--- src/rtl/demux2_pkg.sv ---
// demux2_pkg: shared constants and types for the buffered 1:2 demultiplexer.
//   CNT_W        width of the optional per-port delivery counters
//   port_t       output port index
//   PORT0/PORT1  port index values
package demux2_pkg;

  localparam int unsigned CNT_W = 16;

  typedef logic [0:0] port_t;

  localparam port_t PORT0 = 1'b0;
  localparam port_t PORT1 = 1'b1;

endpackage

--- src/rtl/demux2_fifo.sv ---
// demux2_fifo: circular-buffer FIFO, no bypass and no pass-through.
// Ports:
//   clk, reset      clock, asynchronous active-high reset
//   push, din       write request and data (ignored while full)
//   pop             read request (ignored while empty)
//   dout            head word, driven to 0 while empty
//   full, empty     registered occupancy flags
module demux2_fifo #(
  parameter int unsigned WIDTH = 8,
  parameter int unsigned DEPTH = 2
) (
  input  logic             clk,
  input  logic             reset,
  input  logic             push,
  input  logic [WIDTH-1:0] din,
  input  logic             pop,
  output logic [WIDTH-1:0] dout,
  output logic             full,
  output logic             empty
);

  localparam int unsigned PtrW = (DEPTH > 1) ? $clog2(DEPTH) : 1;
  localparam int unsigned CntW = $clog2(DEPTH) + 1;

  logic [WIDTH-1:0] mem_q [DEPTH];
  logic [PtrW-1:0]  wr_ptr_q, wr_ptr_d;
  logic [PtrW-1:0]  rd_ptr_q, rd_ptr_d;
  logic [CntW-1:0]  count_q, count_d;
  logic             do_push, do_pop;

  assign full    = (count_q == CntW'(DEPTH));
  assign empty   = (count_q == '0);
  assign do_push = push && !full;
  assign do_pop  = pop && !empty;
  assign dout    = empty ? '0 : mem_q[rd_ptr_q];

  always_comb begin
    wr_ptr_d = wr_ptr_q;
    rd_ptr_d = rd_ptr_q;
    count_d  = count_q;
    if (do_push) begin
      wr_ptr_d = (wr_ptr_q == PtrW'(DEPTH - 1)) ? '0 : wr_ptr_q + PtrW'(1);
    end
    if (do_pop) begin
      rd_ptr_d = (rd_ptr_q == PtrW'(DEPTH - 1)) ? '0 : rd_ptr_q + PtrW'(1);
    end
    unique case ({do_push, do_pop})
      2'b10:   count_d = count_q + CntW'(1);
      2'b01:   count_d = count_q - CntW'(1);
      default: count_d = count_q;
    endcase
  end

  always_ff @(posedge clk or posedge reset) begin
    if (reset) begin
      wr_ptr_q <= '0;
      rd_ptr_q <= '0;
      count_q  <= '0;
    end else begin
      wr_ptr_q <= wr_ptr_d;
      rd_ptr_q <= rd_ptr_d;
      count_q  <= count_d;
    end
  end

  // Storage needs no reset: dout is masked while the FIFO is empty.
  always_ff @(posedge clk) begin
    if (do_push) begin
      mem_q[wr_ptr_q] <= din;
    end
  end

endmodule

--- src/rtl/demux2_buf.sv ---
// demux2_buf: buffered 1:2 demultiplexer. Each accepted word goes to the
// FIFO selected by s; each output port drains its own FIFO independently.
// Ports:
//   clk, reset                 clock, asynchronous active-high reset
//   d, s, in_valid, in_ready   input word, destination select, handshake
//   y0, y0_valid, y0_ready     port 0 head word and handshake
//   y1, y1_valid, y1_ready     port 1 head word and handshake
//   cnt0, cnt1                 words delivered per port (DEMUX2_COUNT_EN only)
// Build option: define DEMUX2_COUNT_EN to add the delivery counters.
module demux2_buf
  import demux2_pkg::*;
#(
  parameter int unsigned WIDTH = 8,
  parameter int unsigned DEPTH = 2
) (
  input  logic             clk,
  input  logic             reset,
  input  logic [WIDTH-1:0] d,
  input  logic             s,
  input  logic             in_valid,
  output logic             in_ready,
  output logic [WIDTH-1:0] y0,
  output logic             y0_valid,
  input  logic             y0_ready,
  output logic [WIDTH-1:0] y1,
  output logic             y1_valid,
  input  logic             y1_ready
`ifdef DEMUX2_COUNT_EN
  ,
  output logic [CNT_W-1:0] cnt0,
  output logic [CNT_W-1:0] cnt1
`endif
);

  port_t sel;
  logic  full0, full1, empty0, empty1;
  logic  accept, push0, push1, pop0, pop1;

  assign sel = port_t'(s);

  // Stall on the selected FIFO only; the other FIFO's room does not help.
  assign in_ready = (sel == PORT1) ? !full1 : !full0;
  assign accept   = in_valid && in_ready;
  assign push0    = accept && (sel == PORT0);
  assign push1    = accept && (sel == PORT1);

  assign y0_valid = !empty0;
  assign y1_valid = !empty1;
  assign pop0     = y0_valid && y0_ready;
  assign pop1     = y1_valid && y1_ready;

  demux2_fifo #(
    .WIDTH(WIDTH),
    .DEPTH(DEPTH)
  ) u_fifo0 (
    .clk  (clk),
    .reset(reset),
    .push (push0),
    .din  (d),
    .pop  (pop0),
    .dout (y0),
    .full (full0),
    .empty(empty0)
  );

  demux2_fifo #(
    .WIDTH(WIDTH),
    .DEPTH(DEPTH)
  ) u_fifo1 (
    .clk  (clk),
    .reset(reset),
    .push (push1),
    .din  (d),
    .pop  (pop1),
    .dout (y1),
    .full (full1),
    .empty(empty1)
  );

`ifdef DEMUX2_COUNT_EN
  logic [CNT_W-1:0] cnt0_q, cnt0_d, cnt1_q, cnt1_d;

  // Free-running delivery counters; wrap naturally at 2^CNT_W.
  always_comb begin
    cnt0_d = cnt0_q;
    cnt1_d = cnt1_q;
    if (pop0) cnt0_d = cnt0_q + CNT_W'(1);
    if (pop1) cnt1_d = cnt1_q + CNT_W'(1);
  end

  always_ff @(posedge clk or posedge reset) begin
    if (reset) begin
      cnt0_q <= '0;
      cnt1_q <= '0;
    end else begin
      cnt0_q <= cnt0_d;
      cnt1_q <= cnt1_d;
    end
  end

  assign cnt0 = cnt0_q;
  assign cnt1 = cnt1_q;
`endif

endmodule

--- config.mk ---
export PLATFORM = sky130hd
export DESIGN_NAME = demux2_buf
export DESIGN_NICKNAME = d
export VERILOG_FILES = /design/src/rtl/demux2_pkg.sv /design/src/rtl/demux2_fifo.sv /design/src/rtl/demux2_buf.sv
export SDC_FILE = /design/constraint.sdc
export NUM_CORES = 1
export LEC_CHECK = 0
export CAP_MARGIN = 20
export CORE_MARGIN = 10
export CORE_UTILIZATION = 50
export CTS_BUF_LIST = sky130_fd_sc_hd__clkbuf_2
export CTS_CLUSTER_DIAMETER = 60
export CTS_CLUSTER_SIZE = 16
export DETAILED_ROUTE_END_ITERATION = 10
export PLACE_DENSITY = 0.86
export SYNTH_ARGS = -nofsm -noshare
export SYNTH_HDL_FRONTEND = slang
export SYNTH_SLANG_ARGS = --single-unit
--- constraint.sdc ---
create_clock -name clk -period 3.4 [get_ports clk]
set_input_delay 0.34 -clock clk [delete_from_list [all_inputs] [get_ports clk]]
set_output_delay 0.34 -clock clk [all_outputs]
set_load 0.05 [all_outputs]
Yosys cells after proc, flatten, opt, wreduce, memory -nomap -nowiden

Memory sizes are Yosys's and may differ from the RTL's.
Cells that the tools add are included.
Widths: inputs -> output; s select.

Div/mod/pow operators: 0
Add/sub/neg operators: 8
Mux-type cells: 13
Reduce and logical (&&, ||, !) cells: 17
Bitwise logic cells: 1
$mul: 0
Magnitude comparators: 0
Shifts and indexed selects: 0
Eq/ne operators: 6

Operators by type and width:

| operator            | number |
|---|---|
| $mux 8              | 2 |
| $logic_and 1x1->1   | 9 |
| $mux 1              | 9 |
| $eq 2x2->1 const B  | 4 |
| $pmux 2 s2          | 2 |
| $add 1x1->1 const B | 4 |
| $add 2x1->2 const B | 2 |
| $eq 2x1->1 const B  | 2 |
| $logic_not 1->1     | 4 |
| $logic_not 2->1     | 2 |
| $reduce_bool 2->1   | 2 |
| $sub 2x1->2 const B | 2 |
| $not 1->1           | 1 |

Memory bits (writable): 32
Bits in read-only memories: 0
Memories: 2
Register bits: 8
Bits in latches: 0

Memory list:

| memory        | depth | bits a word | read ports | clocked after Yosys merged registers in | write ports | RTL line          | RTL |
|---|---|---|---|---|---|---|---|
| u_fifo0.mem_q | 2     | 8           | 1          | 0                                       | 1           | demux2_fifo.sv:25 | `logic [WIDTH-1:0] mem_q [DEPTH];` |
| u_fifo1.mem_q | 2     | 8           | 1          | 0                                       | 1           | demux2_fifo.sv:25 |  |

Logic depth before layout (Yosys ltp)

Depth in word-level cells: 8
Gate-level depth with buffers: 6

Cells and area by module

A second synthesis with hierarchy kept.

Cells, all modules: 111
Area, all modules: 1642.8 sq um

By module, submodules not included:

| module      | instances | area each (sq um) | cells an instance |
|---|---|---|---|
| demux2_fifo | 2         | 798.3             | 52 |
| demux2_buf  | 1         | 46.3              | 7 |

Worst setup path after synthesis

No wires, ideal clock.

Kind: flip-flop to output port
Start point: reg u_fifo0.rd_ptr_q
End point: out y0[0]
Stages on the path, launching flop included: 4
Data required time: 3060 ps
Setup slack: 1753 ps
Arrival: 1307 ps
Cell sequence: dfrtp_1 -> buf_2 -> mux2i_1 -> nor2_1

Cells in the longest elaborated chain, start to end: 2

Ends and longest elaborated chain:

| what                   | RTL line          | RTL |
|---|---|---|
| start, declared        | demux2_fifo.sv:27 | `logic [PtrW-1:0] rd_ptr_q, rd_ptr_d;` |
| start signal, assigned | demux2_fifo.sv:61 | `rd_ptr_q <= rd_ptr_d;` |
| $mem_v2 2x8            | -                 |  |
| $mux 8                 | demux2_fifo.sv:35 | `assign dout = empty ? '0 : mem_q[rd_ptr_q];` |
| end, declared          | demux2_buf.sv:22  | `output logic [WIDTH-1:0] y0,` |

No other way between the ends.

Final worst setup path

Same ends and word-level chain as after synthesis.

==> metrics.cfg <==
[yosys]
yosys_warnings=0
yosysTopAreaCell=edfxtp_1
syn_area_um2=1630
async_reset_ff_share_pct=20.0
avgSynthCellArea_um2=15.4
yosys-top-cells-area=edfxtp_1 (59%), dfrtp_1 (12%), mux2i_1 (9.8%)
synth_cell_types=15
netlist_instances=106
ys_seq_area_share_pct=71.2
synth_flop_cell=edfxtp_1
synth_edf_count=32
ys_ff_latch=40
synth_nets=122
synth.top_cell.area_share_pct=58.9

[sta]
max_slew.worst_pin.slew_ps=696
rsz0062_at_grt=false
slew_headroom_pct=53.4
period_needed_ps=2540
setup_violations=0
hold_viol=0
final.setup.worst_slack_ps=860
fmax_ghz=0.394
finalCritPeriodShare_pct=74.7
fin_tns_setup_ps=0
slew_viol_final=0
clock-skew-final_ps=11.1
hold-worst-slack_ps=181

[power]
p_total_mw=1.99
p_per_area_nw_per_um2=974
peakVddDrop_mv=0.662
leakagePower_nw=0.779

[placement]
gp_congestion=0.749
dpl-instance-area_um2=2000
dp.cells=180
dpl_worst_slack_ps=1170
port_buffers=32
hpwl_um=2190

[detailed_routing]
routed_wirelength_um=2900
viasPerCell=4.78
first_iter_violations=23
vias=898
drcViolationCount=0
route.antenna.remaining_nets=0
wl_per_cell_um=15.4
drtPass1Iterations=4

[cells_and_area]
fill_cells=224
fin_nets=159
syn_to_final_growth_pct=25.1
drive_gt1_share_pct=9.72
utilization_pct=66.3
final_cells=188
fin_area_um2=2040
antenna_cells=0

[global_routing]
grt_pass1_wl_um=4730
grt-ovfl-total=0
gr-usage-all-layers_pct=10.1
antenna_found_initial=0
grt_max_degree=14
grt_pass1_vias=961

[clocking]
htree_levels=2
clkLatencyLatePin_ps=380
cts_tree=done
cts_root_buf=clkbuf_2
cts_max_path_buffers=2
clkTransAtPathRegs_ps=180
ctsResizeCount=0
postCtsHoldBufs=0
post-cts-setup-buffers=0
clock_sinks=40
cts_buffers=5

[floorplanning]
die_area_um2=5940
num_io_pins=33
initial_core_util_pct=53.0
fp.coreArea_um2=3080
die_w_um=77.1
num_rows=20
die_y_um=77.1

[worst_setup_path]
crit_path_start_kind=register
critical_path_arrival_ps=2200
crit_type=reg -> out
worstPathMaxFanout=9
required_ps=3060
cp-end-kind=primary output

[hold_path]
hold_path.class=in -> async

[run_status]
status=finished clean

[job]
max-cap-violations=0

synthesized netlist by cell type, drive strengths merged, types with 2 or more instances:
master / n
nand2b: 2
nor2b: 2
nor2: 24
buf: 2
ha: 2
edfxtp: 32
mux2i: 16
xor2: 4
inv: 5
xnor2: 6
dfrtp: 8
cells in the final DEF, fill, tap and decap left out:
cell type        instances
xor2_1                   4
edfxtp_1                32
inv_1                    5
mux2i_1                 16
ha_1                     2
xnor2_1                  6
nand3_2                  1
nor2b_4                  2
mux2_2                   1
nor2_2                   2
clkinv_1                 1
clkdlybuf4s50_1         32
clkinvlp_4               2
clkbuf_2                 5
nor2_1                  22
nand2b_1                 2
dfrtp_1                  8
nand3b_2                 1
cell families (layout without fill, tap and decap cells):
family | count (synthesis) | in the layout | synth area share [%]
xor gates and xnor gates | 10 | 10 | 5.37
adders and majority gates | 2 | 2 | 1.53
buffers and inverters | 7 | 45 | 1.77
DFF | 40 | 40 | 71.2
muxes | 17 | 17 | 10.5
and+or+nand+nor | 30 | 30 | 9.59
per-layer routing:
layer | vias to the layer above | global-route usage (%) | part of all wire, %
met5 | - | 0 | 0
met4 | 0 | 3.83 | 1.5
met3 | 7 | 4.31 | 6.3
met2 | 31 | 16.6 | 48
met1 | 418 | 11.5 | 44
li1 | 442 | - | -
registers in the layout (all words and copies together), names as in the netlist:
signal / flops
u_fifo0.rd_ptr_q: 1
u_fifo1.count_q: 2
u_fifo1.rd_ptr_q: 1
u_fifo0.wr_ptr_q: 1
u_fifo0.count_q: 2
u_fifo0.mem_q: 16
u_fifo1.mem_q: 16
u_fifo1.wr_ptr_q: 1
critical path, stage by stage (launching register included):
cell	delay, ps
dfrtp_1	690
mux2i_1	150
nor2_1	160
clkdlybuf4s50_1	830
report_power, final:
part | switching (mW) | internal, mW
Sequential | 0.105 | 0.635
Combinational | 0.670 | 0.379
Clock | 0.151 | 0.0477
layout make-up:
| class | instances | area, um2 | area share (%) |
|---|---|---|---|
| inverter | 5 | 18.8 | 0.920 |
| timing repair buffer | 32 | 320 | 15.7 |
| tap | 44 | 55.1 | 2.70 |
| clock inverter | 3 | 18.8 | 0.920 |
| sequential | 40 | 1160 | 56.9 |
| clock buffer | 5 | 25.0 | 1.23 |
| multi-input combinational | 59 | 440 | 21.6 |
worst paths after layout:
path | from | to | slack, ps | cells past startpoint
max | u_fifo0.rd_ptr_q$_DFFE_PP0P_ | y0[0] | 860 | 3
min | reset | u_fifo1.count_q[0]$_DFFE_PP0P_ | 180 | 2
max reg2reg | u_fifo1.count_q[0]$_DFFE_PP0P_ | u_fifo1.mem_q[0][2]$_DFFE_PP_ | 1740 | 3
min reg2reg | u_fifo1.wr_ptr_q$_DFFE_PP0P_ | u_fifo1.wr_ptr_q$_DFFE_PP0P_ | 510 | 1
max in group asynchronous | reset | u_fifo0.count_q[0]$_DFFE_PP0P_ | 2990 | 2
min in group clk | u_fifo1.wr_ptr_q$_DFFE_PP0P_ | u_fifo1.wr_ptr_q$_DFFE_PP0P_ | 510 | 1
(Power assumes the default switching activity.)
